**config.mk**
```make
export PLATFORM = sky130hd
export DESIGN_NAME = blackjack_hand_scorer
export DESIGN_NICKNAME = d
export VERILOG_FILES = /design/src/rtl/blackjack_hand_scorer_pkg.sv /design/src/rtl/blackjack_hand_accum.sv /design/src/rtl/blackjack_hand_scorer.sv
export SDC_FILE = /design/constraint.sdc
export NUM_CORES = 1
export LEC_CHECK = 0
export BUFFER_PORTS_ARGS = -buffer_cell sky130_fd_sc_hd__buf_2
export CAP_MARGIN = 20
export CORE_MARGIN = 4
export CORE_UTILIZATION = 25
export DETAILED_ROUTE_END_ITERATION = 8
export HOLD_SLACK_MARGIN = 0.06
export MAX_ROUTING_LAYER = met4
export PLACE_DENSITY = 0.43
export SLEW_MARGIN = 20
export SYNTH_ARGS = -nofsm -noshare
export SYNTH_HDL_FRONTEND = slang
export SYNTH_SLANG_ARGS = --single-unit
```
**constraint.sdc**
```tcl
create_clock -name clock -period 3.85 [get_ports clock]
set_input_delay 0.385 -clock clock [delete_from_list [all_inputs] [get_ports clock]]
set_output_delay 0.385 -clock clock [all_outputs]
set_load 0.01 [all_outputs]
```
**src/rtl/blackjack_hand_scorer_pkg.sv**
```systemverilog
// rtl/blackjack_hand_scorer_pkg.sv - shared encodings and limits for the blackjack hand scorer
package blackjack_hand_scorer_pkg;

  typedef enum logic [2:0] {
    ST_IDLE   = 3'd0,
    ST_DEAL   = 3'd1,
    ST_PLAYER = 3'd2,
    ST_DEALER = 3'd3,
    ST_RESULT = 3'd4
  } state_e;

  localparam int WIN_PLAYER = 0;
  localparam int WIN_DEALER = 1;
  localparam int WIN_PUSH   = 2;
  localparam int WIN_PBUST  = 3;
  localparam int WIN_DBUST  = 4;

  localparam int MAX_CARD   = 10;
  localparam int BJ_LIMIT   = 21;
  localparam int DEAL_CARDS = 4;

  function automatic logic card_ok(input logic [4:0] v);
    return (v >= 5'd1) && (v <= 5'(MAX_CARD));
  endfunction

endpackage

```
**src/rtl/blackjack_hand_accum.sv**
```systemverilog
// rtl/blackjack_hand_accum.sv - one hand: raw card sum plus ace flag, ace-adjusted score
module blackjack_hand_accum
  import blackjack_hand_scorer_pkg::*;
#(
  parameter int HAND_W   = 5,
  parameter bit ACE_HIGH = 1'b1
) (
  input  logic              clock,
  input  logic              reset_n,
  input  logic              clear,
  input  logic              add,
  input  logic [4:0]        value,
  output logic [HAND_W-1:0] score
);

  logic [HAND_W-1:0] raw_q, raw_d;
  logic              ace_q, ace_d;
  logic [HAND_W:0]   soft_w;

  always_comb begin
    raw_d = raw_q;
    ace_d = ace_q;
    if (clear) begin
      raw_d = '0;
      ace_d = 1'b0;
    end else if (add) begin
      raw_d = raw_q + HAND_W'(value);
      ace_d = ace_q | (value == 5'd1);
    end
  end

  always_ff @(posedge clock or negedge reset_n) begin
    if (!reset_n) begin
      raw_q <= '0;
      ace_q <= 1'b0;
    end else begin
      raw_q <= raw_d;
      ace_q <= ace_d;
    end
  end

  // One bit wider so a large raw sum cannot wrap into a "soft" score.
  assign soft_w = {1'b0, raw_q} + (HAND_W+1)'(10);
  assign score  = (ACE_HIGH && ace_q && (soft_w <= (HAND_W+1)'(BJ_LIMIT)))
                  ? soft_w[HAND_W-1:0] : raw_q;

endmodule

```
**src/rtl/blackjack_hand_scorer.sv**
```systemverilog
// rtl/blackjack_hand_scorer.sv - deal/hit/stand/dealer-draw flow with card req/valid handshake
module blackjack_hand_scorer
  import blackjack_hand_scorer_pkg::*;
#(
  parameter int DEALER_STAND = 17,
  parameter bit ACE_HIGH     = 1'b1,
  parameter int HAND_W       = 5
) (
  input  logic              clock,
  input  logic              reset_n,
  input  logic              new_game,
  input  logic              hit,
  input  logic              stand,
  output logic              card_req,
  input  logic              card_valid,
  input  logic [4:0]        card_value,
  output logic [HAND_W-1:0] phand,
  output logic [HAND_W-1:0] dhand,
  output logic [4:0]        winner,
  output logic              busy
);

  state_e      state_q, state_d;
  logic        ng_prev_q, hit_prev_q, stand_prev_q;
  logic        ng_pulse, hit_pulse, stand_pulse;
  logic        busy_q, busy_d;
  logic        req_q, req_d;
  logic        tgt_dealer_q, tgt_dealer_d;
  logic [2:0]  deal_cnt_q, deal_cnt_d;
  logic [4:0]  winner_q, winner_d;
  logic [4:0]  result_flags;
  logic        issue, issue_dealer, accept, p_add, d_add;

  assign ng_pulse    = new_game & ~ng_prev_q;
  assign hit_pulse   = hit & ~hit_prev_q;
  assign stand_pulse = stand & ~stand_prev_q;

  always_ff @(posedge clock or negedge reset_n) begin
    if (!reset_n) begin
      state_q      <= ST_IDLE;
      ng_prev_q    <= 1'b0;
      hit_prev_q   <= 1'b0;
      stand_prev_q <= 1'b0;
      busy_q       <= 1'b0;
      req_q        <= 1'b0;
      tgt_dealer_q <= 1'b0;
      deal_cnt_q   <= '0;
      winner_q     <= '0;
    end else begin
      state_q      <= state_d;
      ng_prev_q    <= new_game;
      hit_prev_q   <= hit;
      stand_prev_q <= stand;
      busy_q       <= busy_d;
      req_q        <= req_d;
      tgt_dealer_q <= tgt_dealer_d;
      deal_cnt_q   <= deal_cnt_d;
      winner_q     <= winner_d;
    end
  end

  // Decisions are taken only with no request outstanding, so scores are settled.
  always_comb begin
    state_d      = state_q;
    issue        = 1'b0;
    issue_dealer = 1'b0;
    if (ng_pulse) begin
      state_d = ST_DEAL;
    end else if (!busy_q) begin
      case (state_q)
        ST_DEAL: begin
          if (deal_cnt_q == 3'(DEAL_CARDS)) begin
            state_d = (phand == HAND_W'(BJ_LIMIT)) ? ST_DEALER : ST_PLAYER;
          end else begin
            issue        = 1'b1;
            issue_dealer = deal_cnt_q[0];
          end
        end
        ST_PLAYER: begin
          if (phand > HAND_W'(BJ_LIMIT))       state_d = ST_RESULT;
          else if (phand == HAND_W'(BJ_LIMIT)) state_d = ST_DEALER;
          else if (stand_pulse)                state_d = ST_DEALER;
          else if (hit_pulse)                  issue   = 1'b1;
        end
        ST_DEALER: begin
          if (dhand < HAND_W'(DEALER_STAND)) begin
            issue        = 1'b1;
            issue_dealer = 1'b1;
          end else begin
            state_d = ST_RESULT;
          end
        end
        default: ;
      endcase
    end
  end

  always_comb begin
    result_flags = '0;
    if (phand > HAND_W'(BJ_LIMIT)) begin
      result_flags[WIN_PBUST]  = 1'b1;
      result_flags[WIN_DEALER] = 1'b1;
    end else if (dhand > HAND_W'(BJ_LIMIT)) begin
      result_flags[WIN_DBUST]  = 1'b1;
      result_flags[WIN_PLAYER] = 1'b1;
    end else if (phand > dhand) begin
      result_flags[WIN_PLAYER] = 1'b1;
    end else if (dhand > phand) begin
      result_flags[WIN_DEALER] = 1'b1;
    end else begin
      result_flags[WIN_PUSH] = 1'b1;
    end
  end

  // The request cycle itself never accepts, enforcing at least one cycle of latency.
  always_comb begin
    accept       = busy_q & ~req_q & card_valid & card_ok(card_value) & ~ng_pulse;
    p_add        = accept & ~tgt_dealer_q;
    d_add        = accept & tgt_dealer_q;
    req_d        = issue;
    busy_d       = busy_q;
    tgt_dealer_d = tgt_dealer_q;
    deal_cnt_d   = deal_cnt_q;
    winner_d     = winner_q;
    if (ng_pulse) begin
      busy_d     = 1'b0;
      deal_cnt_d = '0;
      winner_d   = '0;
    end else begin
      if (issue) begin
        busy_d       = 1'b1;
        tgt_dealer_d = issue_dealer;
      end else if (accept) begin
        busy_d = 1'b0;
        if (state_q == ST_DEAL) deal_cnt_d = deal_cnt_q + 3'd1;
      end
      if (state_d == ST_RESULT && state_q != ST_RESULT) winner_d = result_flags;
    end
  end

  blackjack_hand_accum #(.HAND_W(HAND_W), .ACE_HIGH(ACE_HIGH)) u_player (
    .clock   (clock),
    .reset_n (reset_n),
    .clear   (ng_pulse),
    .add     (p_add),
    .value   (card_value),
    .score   (phand)
  );

  blackjack_hand_accum #(.HAND_W(HAND_W), .ACE_HIGH(ACE_HIGH)) u_dealer (
    .clock   (clock),
    .reset_n (reset_n),
    .clear   (ng_pulse),
    .add     (d_add),
    .value   (card_value),
    .score   (dhand)
  );

  assign card_req = req_q;
  assign busy     = busy_q;
  assign winner   = winner_q;

endmodule

```
==> results.ini, run 1 <==
[critical_path]
crit_required_ps = 4010
crit_path_end_kind = flip-flop
crit_type = flip-flop to flip-flop
cp_data_arrival_time_ps = 3440
crit_path_max_fanout = 11
start_kind = flip-flop
reg2reg_slack_ps = 570

[synthesis]
ys_seq_area_frac = 0.335
ys_ff_latch = 29
synth.net_count = 269
syn_avg_cell_area_sq_um = 9.06
synth-main-ff-cell = dfrtp_1
ys_warn_count = 0
syn-cell-area_sq_mm = 0.00217
ys_types = 51
ys_async_sr_fraction = 1.00
syn_inst = 239
synth_edf_count = 0

[layout]
drive_gt1_frac = 0.169
area_growth_pct = 15.4
antenna_cells = 0
fin_area_sq_mm = 0.00250
fillers = 910
nets = 295

[floorplan]
rows = 33
die_x_um = 101
io_pins = 28
initial_utilization = 0.260
die_y_um = 101
design.core.area_sq_mm = 0.00834
dieArea_sq_mm = 0.0102

[sta]
tns_ps = 0
relSlewSlack = 0.343
fmax_mhz = 305
final.period_utilization = 0.852
worstMarginPinSlew_ps = 983
hold_violations = 0
setup_viol = 0
maxSlewViolCount = 0
layout_min_cycle_time_ps = 3280
grt_setup_unrepaired = no
clock_skew_ps = 4.37

[power]
p_sw_w = 0.000413
max-vdd-ir-drop_mv = 0.150
p_int_w = 0.000739
combPwrFrac = 0.352
power_frac_seq = 0.358
power_leakage_nw = 1.24
p_per_area_mw_per_mm2 = 461
clkPwrFrac = 0.289
switching_share = 0.359

[clocking]
cts_setup_buffers = 0
clockBufferDepth = 2
cts-buffers-inserted = 5
cts_resized = 0
postCtsHoldBufs = 0
clkTransAtPathRegs_ps = 70
clock-root-buffer = clkbuf_8
tritoncts = done
clk_latency_ps = 280
cts.sinks = 29
htreeDepth = 2

[global_routing]
grtUsageTotal = 0.115
grt_pass1_wl_mm = 8.91
overflow = 0
grt_pass1_vias = 1732
grt_max_degree = 30
grt_antenna_before_repair = 0

[job]
max_cap_violations = 0

[routing]
antenna_left = 0
wl_per_cell_um = 14.4
drtPass1Iterations = 4
num_vias = 1731
drt_iter0_drc = 58
via_per_inst = 4.67
drc = 0
drt-total-wl_mm = 5.33

[placement]
gp_congestion = 0.745
placedInstanceArea_sq_mm = 0.00238
dp_hpwl_mm = 4.21
portBuffers = 27

[outcome]
status = finished clean

[min_path]
min-delay-path-class = input pin to asynchronous set/reset pin

## critical path, cell delays in order, from the launching register on
cell      delay [ps]
dfrtp_1          520
ha_1             390
nor2b_1          150
nor3_2           250
nor2_2           120
xnor2_1          410
ha_1             340
nor2b_1          140
o21a_1           160
o21ai_0          160
nand2b_1          80
a21oi_1          120
or2_1            140
o21a_1           130
mux2i_1           50
## worst paths after layout
kind	to	depth (start not counted)	from
worst max-delay path	winner[1]$_DFFE_PN0P_	14	u_dealer.raw_q[1]$_DFFE_PN0P_
worst min-delay path	winner[0]$_DFFE_PN0P_	1	reset_n
worst max register to register	winner[1]$_DFFE_PN0P_	14	u_dealer.raw_q[1]$_DFFE_PN0P_
worst min register to register	winner[0]$_DFFE_PN0P_	2	winner[0]$_DFFE_PN0P_
max in group asynchronous	u_player.raw_q[3]$_DFFE_PN0P_	1	reset_n
min in group clock	stand_prev_q$_DFF_PN0_	1	stand
## power groups by stage
stage / Sequential [W] / Combinational [W] / Clock (W)
2_1_floorplan: 0.000383 / 0.000329 / 0
3_3_place_gp: 0.000419 / 0.000410 / 0
3_5_place_dp: 0.000419 / 0.000410 / 0
4_1_cts: 0.000414 / 0.000412 / 0.000343
5_1_grt: 0.000422 / 0.000469 / 0.000353
6_report: 0.000413 / 0.000406 / 0.000333
## cells in the mapped netlist (all sizes together) (2+ instances only)
library cell	count	area, sq um
buf	6	52.5
a31oi	5	31.3
mux2i	11	110
a21oi	11	58.8
nand2b	7	43.8
nor3b	2	15.0
nor4b	3	26.3
xnor2	9	78.8
ha	17	213
a21o	7	52.6
mux2	3	33.8
o21a	4	30.0
nand2	23	86.3
o22ai	2	12.5
nor4	2	12.5
dfrtp	29	726
nor2	23	88.8
nand3	3	15.0
nor3	5	30.0
fa	2	40.0
inv	14	52.6
nand4	4	25.0
xor2	6	52.6
nand3b	3	22.5
o21ai	11	55.1
clkbuf	5	18.8
nor2b	5	31.3
## placed cells by master (no fill, tap or decap), drive strengths merged, types with 3 or more instances in the layout
cell type,count
buf,30
dfrtp,29
nand2,23
nor2,23
ha,17
inv,14
mux2i,11
a21oi,11
o21ai,11
xnor2,9
a21o,7
nand2b,7
clkbuf,7
xor2,6
nor2b,5
a31oi,5
nor3,5
nand4,4
o21a,4
nor4b,3
nand3,3
nand3b,3
mux2,3
## cell type report
type                    instances  area, sq um  area share
clock buffers                   7         86.3      0.0345
clock inverters                 1         30.0      0.0120
well taps                     105          131      0.0526
multi-input cells             185         1320       0.527
repair buffers                 30          158      0.0631
flip-flops and latches         29          726       0.290
inverters                      14         52.6      0.0210
## registers in the layout (all words and copies together) (netlist names)
name,count
u_dealer.raw_q,5
u_player.raw_q,5
winner,5
deal_cnt_q,3
state_q,3
busy,1
card_req,1
hit_prev_q,1
ng_prev_q,1
stand_prev_q,1
tgt_dealer_q,1
u_dealer.ace_q,1
u_player.ace_q,1
## cells by family (layout without fill, tap and decap cells)
logic type,count (synthesis),in the layout,synth area share
mux,14,14,0.0664
compound gates,51,51,0.158
flops,29,29,0.335
fa+ha+maj,19,19,0.117
buf+inv,25,52,0.0572
simple gates,86,86,0.206
xor+xnor,15,15,0.0607
## metal layers
metal,global-route usage,part of all wire
met1,0.146,0.49
met2,0.183,0.46
met3,0.0249,0.034
met4,0.0337,0.012
met5,-,0
## per-stage QoR
stage	power [W]	worst slack [ps]	std cells	util	hold WS (ps)
global route	0.00124	305	371	0.300	195
global placement	0.000829	635	363	0.286	486
detailed placement	0.000829	555	363	0.286	479
floorplan	0.000713	985	239	-	89.4
finish	0.00115	570	371	0.300	139
CTS	0.00117	541	371	0.300	166
(Power assumes the default switching activity.)
==> run 2: changes to the inputs <==
CORE_MARGIN = default   (was 4)
==> run 2 against run 1 <==
  * Core utilization barely moved
  * Hold slack improved by 8.9 ps
  * First-iteration DRC count rose by 28%
  * Worst setup slack improved by 150 ps
  * Die area fell by 12%
  * Global-route usage rose by 2.1 points
  * Total power fell by 4.4%
  * Critical path type unchanged
  * Critical endpoint unchanged
==> results.ini, run 2 (same netlist as run 1, synthesis figures left out) <==
[sta]
fin_ws_ps = 716
final.period_utilization = 0.814
relSlewSlack = 0.537
grt_setup_unrepaired = no
fmax_mhz = 319
worstMarginPinSlew_ps = 695
layout_min_cycle_time_ps = 3130
hold_violations = 0
maxSlewViolCount = 0
clock_skew_ps = 3.87
tns_ps = 0
setup_viol = 0

[routing]
drt-total-wl_mm = 5.26
via_per_inst = 4.75
num_vias = 1763
drc = 0
drtPass1Iterations = 4
drt_iter0_drc = 74
wl_per_cell_um = 14.2
antenna_left = 0

[floorplan]
initial_utilization = 0.261
rows = 33
die_x_um = 95.1
dieArea_sq_mm = 0.00904
io_pins = 28
die_y_um = 95.1
design.core.area_sq_mm = 0.00830

[layout]
instances_no_fill = 371
drive_gt1_frac = 0.173
antenna_cells = 0
fin_area_sq_mm = 0.00248
area_growth_pct = 14.7
layout_commonest_cell = dfrtp_1
final_cell_mix = dfrtp_1, buf_2, nand2_1
nets = 295

[critical_path]
start_kind = flip-flop
crit_chain = ha_1 > nor2b_1 > nor3_2 > nor2_2 > xnor2_1 > ha_1 > nor2b_1 > o21a_1 > o21ai_0 > nand2b_1 > a21oi_1 > or2_1 > o21a_1 > mux2i_1
reg2reg_slack_ps = 720
cp_slowest_stage_delay_ps = 520
path_depth = 14
reg2reg_depth = 14
crit_required_ps = 4010
crit_path_max_fanout = 11
r2r_start = u_dealer.raw_q[1]$_DFFE_PN0P_
cp_num_buf_inv = 0
cp_data_arrival_time_ps = 3290
cpMaxStageDelayCell = dfrtp_1
crit_type = flip-flop to flip-flop
cpLargestDelayFamily = simple AND/OR/NAND/NOR gates
reg2reg_to = winner[1]$_DFFE_PN0P_
crit_path_end_kind = flip-flop

[power]
power_leakage_nw = 1.24
p_per_area_mw_per_mm2 = 444
max-vdd-ir-drop_mv = 0.239

[clocking]
cts_setup_buffers = 0
htreeDepth = 2
cts.sinks = 29
postCtsHoldBufs = 0
clk_latency_ps = 280
cts_resized = 0
clkTransAtPathRegs_ps = 70
clockBufferDepth = 2
cts-buffers-inserted = 5
tritoncts = done
clock-root-buffer = clkbuf_8

[job]
max_cap_violations = 0

[global_routing]
grt_pass1_wl_mm = 9.01
grt_pass1_vias = 1775
grt_antenna_before_repair = 0
grt_max_degree = 30
overflow = 0
grtUsageTotal = 0.135

[placement]
dp_hpwl_mm = 4.08
pre_cts_ws_ps = 744
placedInstanceArea_sq_mm = 0.00238
portBuffers = 27
dp.cells = 363
gp_congestion = 0.733

[outcome]
status = finished clean

[min_path]
min-delay-path-class = input pin to asynchronous set/reset pin

==> run 2: changes by cell type in the layout (fill, tap and decap cells not counted), sizes merged <==
| cell | change |
|---|---|
| bufinv | -1 |
| clkinv | +1 |
==> run 2: stage by stage <==
stage | utilization | total power, W | hold WS, ps
after floorplan | - | 0.000713 | 89.4
after global placement | 0.287 | 0.000831 | 485
after detailed placement | 0.287 | 0.000829 | 481
after CTS | 0.299 | 0.00112 | 173
after global routing | 0.299 | 0.00120 | 209
final | 0.299 | 0.00110 | 148
==> run 2: per-layer routing <==
| metal | up-vias | GRT usage | part of all wire |
|---|---|---|---|
| met1 | 831 | 0.179 | 0.50 |
| met3 | 5 | 0.0247 | 0.038 |
| met5 | - | - | 0 |
| met4 | 0 | 0.0366 | 0.0076 |
| met2 | 35 | 0.211 | 0.46 |
| li1 | 892 | - | - |
==> run 2: worst max-delay path by stage <==
stage,start,to,slack (ps)
6_report,u_dealer.raw_q[1]$_DFFE_PN0P_,winner[1]$_DFFE_PN0P_,720
5_1_grt,u_dealer.raw_q[1]$_DFFE_PN0P_,winner[1]$_DFFE_PN0P_,430
4_1_cts,u_dealer.raw_q[1]$_DFFE_PN0P_,winner[1]$_DFFE_PN0P_,730
3_5_place_dp,u_dealer.raw_q[1]$_DFFE_PN0P_,winner[1]$_DFFE_PN0P_,740
3_3_place_gp,u_dealer.raw_q[1]$_DFFE_PN0P_,winner[1]$_DFFE_PN0P_,790
2_1_floorplan,u_dealer.raw_q[1]$_DFFE_PN0P_,winner[1]$_DFFE_PN0P_,990
==> run 2: worst register-to-register path, cell delays in order, from the launching register on <==
cell      delay (ps)
dfrtp_1          520
ha_1             400
nor2b_1          150
nor3_2           260
nor2_2           110
xnor2_1          320
ha_1             310
nor2b_1          130
o21a_1           150
o21ai_0          150
nand2b_1          70
a21oi_1          120
or2_1            140
o21a_1           130
mux2i_1           60
==> run 2: cell type report <==
class / instances / area [sq um]
Clock buffer: 7 / 96.3
Clock inverter: 1 / 5.00
Fill cell: 891 / 5810
Inverter: 14 / 52.6
Multi-Input combinational cell: 185 / 1320
Sequential cell: 29 / 726
Tap cell: 105 / 131
Timing Repair Buffer: 30 / 158
==> run 2: report_power, final <==
group          total [W]  internal [W]  switching, W
registers       0.000415      0.000344     0.0000714
logic           0.000405      0.000185      0.000220
clock network   0.000283      0.000161      0.000121
==> run 3: changes to the inputs <==
PLACE_DENSITY = 0.44   (was 0.43)
clock period = 2.7 ns   (was 3.85 ns; I/O delays follow)
==> run 3 against run 2 <==
  * Die area did not move
  * Critical path depth fell by 1
  * Cell count rose by 8.1%
  * Cell area rose by 16%
  * Global-route usage rose by 0.52 points
  * Clock power rose by 29%
  * Fmax rose by 19%
  * Wire length rose by 6.0%
  * Clock skew rose by 1.5 ps
  * Count of clock-buffer cells in the layout fell by 2
  * Critical path type unchanged
==> results.ini, run 3 (same netlist as run 1, synthesis figures left out) <==
[outcome]
status = finished clean

[floorplan]
die_y_um = 95.1
rows = 33
dieArea_sq_mm = 0.00904
io_pins = 28
initial_utilization = 0.261
design.core.area_sq_mm = 0.00830
die_x_um = 95.1

[clocking]
htreeDepth = 2
tritoncts = done
clockBufferDepth = 2
clkTransAtPathRegs_ps = 70
clock-root-buffer = clkbuf_8
cts.sinks = 29
clk_latency_ps = 280
cts-buffers-inserted = 5

[power]
clkPwrFrac = 0.216
p_sw_w = 0.000645
max-vdd-ir-drop_mv = 0.271
combPwrFrac = 0.439
power_leakage_nw = 1.42
p_int_w = 0.00104
power_frac_seq = 0.344
switching_share = 0.383
p_per_area_mw_per_mm2 = 585

[layout]
instances_no_fill = 401
final_cell_mix = buf_4, dfrtp_1, buf_2
layout_commonest_cell = buf_4
area_growth_pct = 32.8
antenna_cells = 0
nets = 325
drive_gt1_frac = 0.314

[routing]
drt_iter0_drc = 67
drc = 0
drt-total-wl_mm = 5.57
num_vias = 1876
wl_per_cell_um = 13.9
antenna_left = 0
drtPass1Iterations = 4
via_per_inst = 4.68

[global_routing]
grt_pass1_wl_mm = 9.47
grt_max_degree = 30
grt_antenna_before_repair = 0
grt_pass1_vias = 1870
overflow = 0
grtUsageTotal = 0.140

[sta]
clock_skew_ps = 5.38
final.period_utilization = 0.972
worstMarginPinSlew_ps = 717
setup_viol = 0
grt_setup_unrepaired = yes
maxSlewViolCount = 0
relSlewSlack = 0.522
fmax_mhz = 381
hold_slack_ps = 105
hold_violations = 0
layout_min_cycle_time_ps = 2620

[placement]
portBuffers = 27
gp_congestion = 0.789
dp.cells = 380
dp_hpwl_mm = 4.25

[min_path]
min-delay-path-class = input pin to flip-flop

[critical_path]
r2r_start = u_dealer.raw_q[1]$_DFFE_PN0P_
crit_path_end = winner[2]$_DFFE_PN0P_
cp_data_arrival_time_ps = 2830
reg2reg_slack_ps = 80
crit_path_max_fanout = 5
reg2reg_depth = 13
crit_required_ps = 2900
start_kind = flip-flop
crit_type = flip-flop to flip-flop
reg2reg_to = winner[2]$_DFFE_PN0P_
crit_path_end_kind = flip-flop
startpoint = u_dealer.raw_q[1]$_DFFE_PN0P_

[job]
max_cap_violations = 0

==> run 3: final cells by class <==
type / instances / area (sq um)
Sequential cell: 29 / 726
Multi-Input combinational cell: 185 / 1480
Clock inverter: 3 / 17.5
Fill cell: 907 / 5420
Tap cell: 105 / 131
Timing Repair Buffer: 60 / 402
Clock buffer: 5 / 68.8
Inverter: 14 / 52.6
==> run 3: critical path, cell delays in order (launching register included) <==
cell	delay, ps
dfrtp_1	410
ha_4	190
nand4b_1	220
a21oi_4	230
nor2_4	90
mux2_4	330
ha_4	260
o21a_1	100
o21ai_1	50
nand2b_1	80
a21oi_2	50
or2_1	240
nand3b_1	160
mux2i_1	120
==> run 3: repair_timing <==
item	CTS	global route
pin swaps	4	12
setup buffers	6	6
hold buffers	1	0
endpoints found under the hold margin	5	0
endpoints found under the setup margin	3	6
gates resized for setup	4	17
==> run 3: power by group through the flow <==
stage          Combinational, W  Sequential (W)  Clock (W)
3_3_place_gp           0.000642        0.000582          0
3_5_place_dp           0.000644        0.000581          0
5_1_grt                0.000834        0.000591   0.000396
6_report               0.000740        0.000580   0.000365
2_1_floorplan          0.000480        0.000548          0
4_1_cts                0.000669        0.000577   0.000376
==> run 3: layer usage <==
metal  vias up  share of wire  track usage
met5         -              0            -
met4         0         0.0036       0.0265
met3         2          0.027       0.0303
met2        26           0.47        0.222
met1       893           0.50        0.185
li1        955              -            -
==> run 3: worst min-delay path by stage <==
stage / end / depth (start not counted) / startpoint
after floorplan: busy$_DFFE_PN0P_ / 0 / reset_n
after global placement: winner[3]$_DFFE_PN0P_ / 1 / reset_n
after detailed placement: winner[0]$_DFFE_PN0P_ / 1 / reset_n
after CTS: hit_prev_q$_DFF_PN0_ / 1 / hit
after global routing: stand_prev_q$_DFF_PN0_ / 1 / stand
final: hit_prev_q$_DFF_PN0_ / 1 / hit
==> run 3: through the flow <==
| step | setup WS, ps | area [sq um] | power [W] | TNS (ps) | utilization |
|---|---|---|---|---|---|
| floorplan | 13.8 | 2230 | 0.00103 | 0 | - |
| global placement | -12.1 | 2570 | 0.00122 | -19.8 | 0.310 |
| detailed placement | -60.4 | 2570 | 0.00123 | -135 | 0.310 |
| CTS | 4.82 | 2740 | 0.00162 | 0 | 0.330 |
| global route | -133 | 2880 | 0.00182 | -478 | 0.347 |
| finish | 76.5 | 2880 | 0.00168 | 0 | 0.347 |
